## config.mk

```make
export PLATFORM = sky130hd
export DESIGN_NAME = minute_hour_counter
export DESIGN_NICKNAME = d
export VERILOG_FILES = /design/src/rtl/clock_pkg.sv /design/src/rtl/bcd2_mod_counter.sv /design/src/rtl/minute_hour_counter.sv
export SDC_FILE = /design/constraint.sdc
export NUM_CORES = 1
export LEC_CHECK = 0
export ABC_AREA = 0
export BUFFER_PORTS_ARGS = -buffer_cell sky130_fd_sc_hd__buf_2
export CORE_UTILIZATION = 32
export CTS_BUF_LIST = sky130_fd_sc_hd__clkbuf_16
export DETAILED_ROUTE_END_ITERATION = 10
export SLEW_MARGIN = 15
export SYNTH_ARGS = -nofsm -noshare
export SYNTH_HDL_FRONTEND = slang
export SYNTH_SLANG_ARGS = --single-unit
```

## constraint.sdc

```tcl
create_clock -name clk -period 3.72 [get_ports clk]
set_input_delay 0.186 -clock clk [delete_from_list [all_inputs] [get_ports clk]]
set_output_delay 0.186 -clock clk [all_outputs]
set_load 0.1 [all_outputs]
```

## src/rtl/clock_pkg.sv

```systemverilog
// Shared definitions for the minute/hour stage of the digital clock:
// set-mode state encoding, BCD field limits and digit width.
package clock_pkg;

    localparam int DIGIT_W = 4;

    // Highest legal value of each two-digit BCD field
    localparam logic [7:0] MIN_MAX = 8'h59;
    localparam logic [7:0] HR_MAX  = 8'h23;

    // Encoding is exposed directly on set_mode; 2'b11 is unused
    typedef enum logic [1:0] {
        ST_RUN      = 2'b00,
        ST_SET_MIN  = 2'b01,
        ST_SET_HOUR = 2'b10
    } state_e;

endpackage

```

## src/rtl/bcd2_mod_counter.sv

```systemverilog
// Two-digit BCD counter that counts 00..MAX and wraps to 00.
// An increment applied to an illegal value (a digit above 9, or a value
// above MAX) loads 00 and produces no wrap pulse.
module bcd2_mod_counter
    import clock_pkg::*;
#(
    parameter logic [7:0] MAX       = 8'h59,
    parameter logic [7:0] RESET_VAL = 8'h00
) (
    input  logic               clk,
    input  logic               reset,
    input  logic               inc,
    input  logic               load_zero_illegal,
    output logic [DIGIT_W-1:0] lo,
    output logic [DIGIT_W-1:0] hi,
    output logic               wrap
);

    logic [DIGIT_W-1:0] lo_q, lo_d;
    logic [DIGIT_W-1:0] hi_q, hi_d;
    logic               legal;

    // Next-value logic: BCD increment with modulo wrap and illegal recovery
    always_comb begin
        lo_d  = lo_q;
        hi_d  = hi_q;
        wrap  = 1'b0;
        legal = (lo_q <= 4'd9) && (hi_q <= 4'd9) && ({hi_q, lo_q} <= MAX);
        if (inc) begin
            if (!legal) begin
                if (load_zero_illegal) begin
                    lo_d = 4'd0;
                    hi_d = 4'd0;
                end
            end else if ({hi_q, lo_q} == MAX) begin
                lo_d = 4'd0;
                hi_d = 4'd0;
                wrap = 1'b1;
            end else if (lo_q == 4'd9) begin
                lo_d = 4'd0;
                hi_d = hi_q + 4'd1;
            end else begin
                lo_d = lo_q + 4'd1;
            end
        end
    end

    // Digit registers
    always_ff @(posedge clk or negedge reset) begin
        if (!reset) begin
            lo_q <= RESET_VAL[3:0];
            hi_q <= RESET_VAL[7:4];
        end else begin
            lo_q <= lo_d;
            hi_q <= hi_d;
        end
    end

    assign lo = lo_q;
    assign hi = hi_q;

endmodule

```

## src/rtl/minute_hour_counter.sv

```systemverilog
// Minutes/hours stage of the digital clock. Counts minute carries from the
// seconds stage in RUN, lets the user set minutes and hours with button
// pulses, and pulses day_co when the time rolls over from 23:59 to 00:00.
module minute_hour_counter
    import clock_pkg::*;
#(
    parameter logic [7:0] RESET_MIN = 8'h00,
    parameter logic [7:0] RESET_HR  = 8'h00
) (
    input  logic               clk,
    input  logic               reset,
    input  logic               sec_co,
    input  logic               start,
    input  logic               mode_btn,
    input  logic               inc_btn,
    output logic [DIGIT_W-1:0] min_lo,
    output logic [DIGIT_W-1:0] min_hi,
    output logic [DIGIT_W-1:0] hr_lo,
    output logic [DIGIT_W-1:0] hr_hi,
    output logic               day_co,
    output logic [1:0]         set_mode
);

    state_e state_q;
    logic   day_co_q;
    logic   tick;
    logic   set_inc;
    logic   min_inc, hr_inc;
    logic   min_wrap, hr_wrap;

    // Carry gating: a running minute tick, or a set-mode increment that is
    // not overridden by a simultaneous mode press
    always_comb begin
        tick    = (state_q == ST_RUN) && sec_co && !start;
        set_inc = inc_btn && !mode_btn;
        min_inc = tick || ((state_q == ST_SET_MIN) && set_inc);
        hr_inc  = (tick && min_wrap) || ((state_q == ST_SET_HOUR) && set_inc);
    end

    bcd2_mod_counter #(
        .MAX       (MIN_MAX),
        .RESET_VAL (RESET_MIN)
    ) u_min (
        .clk               (clk),
        .reset             (reset),
        .inc               (min_inc),
        .load_zero_illegal (1'b1),
        .lo                (min_lo),
        .hi                (min_hi),
        .wrap              (min_wrap)
    );

    bcd2_mod_counter #(
        .MAX       (HR_MAX),
        .RESET_VAL (RESET_HR)
    ) u_hr (
        .clk               (clk),
        .reset             (reset),
        .inc               (hr_inc),
        .load_zero_illegal (1'b1),
        .lo                (hr_lo),
        .hi                (hr_hi),
        .wrap              (hr_wrap)
    );

    // Set-mode FSM and registered day carry; unused encoding recovers to RUN
    always_ff @(posedge clk or negedge reset) begin
        if (!reset) begin
            state_q  <= ST_RUN;
            day_co_q <= 1'b0;
        end else begin
            day_co_q <= tick && min_wrap && hr_wrap;
            case (state_q)
                ST_RUN:      if (mode_btn) state_q <= ST_SET_MIN;
                ST_SET_MIN:  if (mode_btn) state_q <= ST_SET_HOUR;
                ST_SET_HOUR: if (mode_btn) state_q <= ST_RUN;
                default:     state_q <= ST_RUN;
            endcase
        end
    end

    assign day_co   = day_co_q;
    assign set_mode = state_q;

endmodule
```

==> impl_metrics.tcl <==
set metrics [dict create \
    pin_count 25 \
    synthCells 123 \
    yosysWarnings 0 \
    row_count 21 \
    maxCapViolCount 0 \
    worst_pin_slew_ns 0.498 \
    setup_viol 0 \
    max-slew-margin-rel 0.663 \
    detail-route-antenna-nets 0 \
    cts_tree "built" \
    h-tree-depth 1 \
    avgSynthCellArea_um2 9.79 \
    wl_um 2610 \
    fin_crit_sh 0.506 \
    wire_per_inst_um 13.3 \
    core_area_mm2 0.00347 \
    netlist_area_mm2 0.00120 \
    synthDistinctLibCells 47 \
    finalInstanceArea_mm2 0.00146 \
    cts_buffer_depth 2 \
    firstDrtPassIters 4 \
    cp.required_ns 3.89 \
    post-dp-hpwl_um 1970 \
    cts_sinks 19 \
    grt_pass1_wl_um 4800 \
    grt_pass1_vias 1014 \
    drc 0 \
    gp_congestion 0.844 \
    crit_arrival_ns 2.05 \
    seq_area_frac_synth 0.395 \
    rsz0062_at_grt "no" \
    numPortBuffers 24 \
    clock_latency_ns 0.25 \
    status "finished, final reports clean" \
    critical_path.cell_chain "inv_1 > ha_1 > or3_4 > a221oi_4 > a21oi_1 > o22ai_1" \
    root_buffer "clkbuf_16" \
    ctsResizeCount 0 \
    overflow 0 \
    dp_slack_ns 1.85 \
    slew_viol_final 0 \
    drive_gt1_frac 0.240 \
    via_count 1033 \
    antenna_found_initial 0 \
    cp_slowest_cell "dfrtp_1" \
    syn_nets 135 \
    initial_utilization 0.347 \
    drtIter0Drc 40 \
    n_antenna_cell 0 \
    synthTopCellsByArea "dfrtp_1, ha_1, inv_1, nand2_1, nand2b_1" \
    synth_most_common_cell "dfrtp_1" \
    path_max_fanout 5 \
    avgViaCountPerCell 5.27 \
    synth_edf_count 0 \
    hold_viol_final 0 \
    fin_skew_ns 0.00273 \
    netlist.top_cell.by_area "dfrtp_1" \
    crit_path_max_incr_delay_ns 0.37 \
    startpoint_type "register" \
    crit_type "reg2reg" \
    fmax_mhz 531 \
    synth_common_cells "dfrtp_1, inv_1, nand2_1, ha_1" \
    tns_ns 0 \
    worst_slack_ns 1.84 \
    synthArstFlopShare 1.00 \
    placedInstanceArea_mm2 0.00137 \
    hold_path_class "in2reg" \
    post-route-min-period_ns 1.88 \
    synth_top_cell_area_share 0.395 \
    ys.flop_type "dfrtp_1" \
    ys_ff_latch 19 \
    clk_pin_slew_ns 0.05 \
    fill_cells 368 \
    cts_buffers 3 \
    chipWidth_um 63.3 \
    cp-end-kind "register" \
    dieHeight_um 63.3 \
    final_nets 163 \
    grt_start_max_net_pins 20 \
    syn_to_final_growth_pct 21.5 \
    grt_usage 0.152 \
    dieArea_mm2 0.00401 \
]
-- cell families after synthesis --
kind of cell,synth area share
simple gates,0.263
compound gates,0.227
flops,0.395
buf+inv,0.0374
fa+ha+maj,0.0624
xor+xnor,0.00728
mux,0.00832
-- final timing paths --
kind	from	end	slack, ns	depth (start not counted)
worst min register to register	u_hr.hi[3]	u_hr.hi[3]	0.54	1
worst max-delay path	u_hr.hi[0]	u_hr.hi[1]	1.84	6
worst max register to register	u_hr.hi[0]	u_hr.hi[1]	1.84	6
worst min-delay path	mode_btn	set_mode[1]	0.25	3
min in group asynchronous	reset	day_co	0.40	2
max in group asynchronous	reset	set_mode[1]	3.01	2
-- cell usage in the layout, fill, tap and decap left out, types with 4 or more instances in the layout --
cell	n
and2_1	4
inv_1	11
o21ai_1	5
o22ai_1	5
nand2b_1	5
buf_2	24
nor2_1	5
nand2_1	9
ha_1	6
nand3_1	4
dfrtp_1	19
-- flip-flops by register name, indices dropped and copies added (netlist names) --
register	flops
u_hr.lo	4
u_min.lo	4
set_mode	2
u_min.hi	4
day_co	1
u_hr.hi	4
-- timing repair --
item                      CTS  global route
hold buffers                1             0
hold endpoints to repair   19             0
buffers inserted            0             0
-- critical path: cells and delay by family, from the launching register on --
family / cells / cell delay (ns)
buffers and inverters: 1 / 0.09
AOI/OAI and AO/OA: 3 / 0.70
adders and majority gates: 1 / 0.27
and+or+nand+nor: 1 / 0.36
DFF: 1 / 0.37
-- routing by layer --
metal	GRT usage	vias to the layer above	wire length, µm
met1	0.200	499	1270
met4	0.0511	0	38
met5	0	-	0
li1	-	511	-
met2	0.239	18	1230
met3	0.0380	5	76
-- layout make-up --
type	count	area [µm²]	share of cell area
multi-input cells	92	683	0.467
well taps	46	57.6	0.0393
repair buffers	25	130	0.0890
inverters	10	37.5	0.0257
clock inverters	1	3.75	0.00257
flip-flops and latches	19	475	0.325
clock buffers	3	75.1	0.0513
-- stage by stage --
stage | instances | hold WS (ns) | utilization
after CTS | 196 | 0.240 | 0.422
after detailed placement | 191 | 0.156 | 0.396
after global placement | 191 | 0.155 | 0.396
after global routing | 196 | 0.272 | 0.422
final | 196 | 0.247 | 0.422
after floorplan | 123 | -0.110 | -
Power is left out: the tool's default activity adds up to more than one toggle a clock period on the data nets, which glitch-free logic cannot reach.
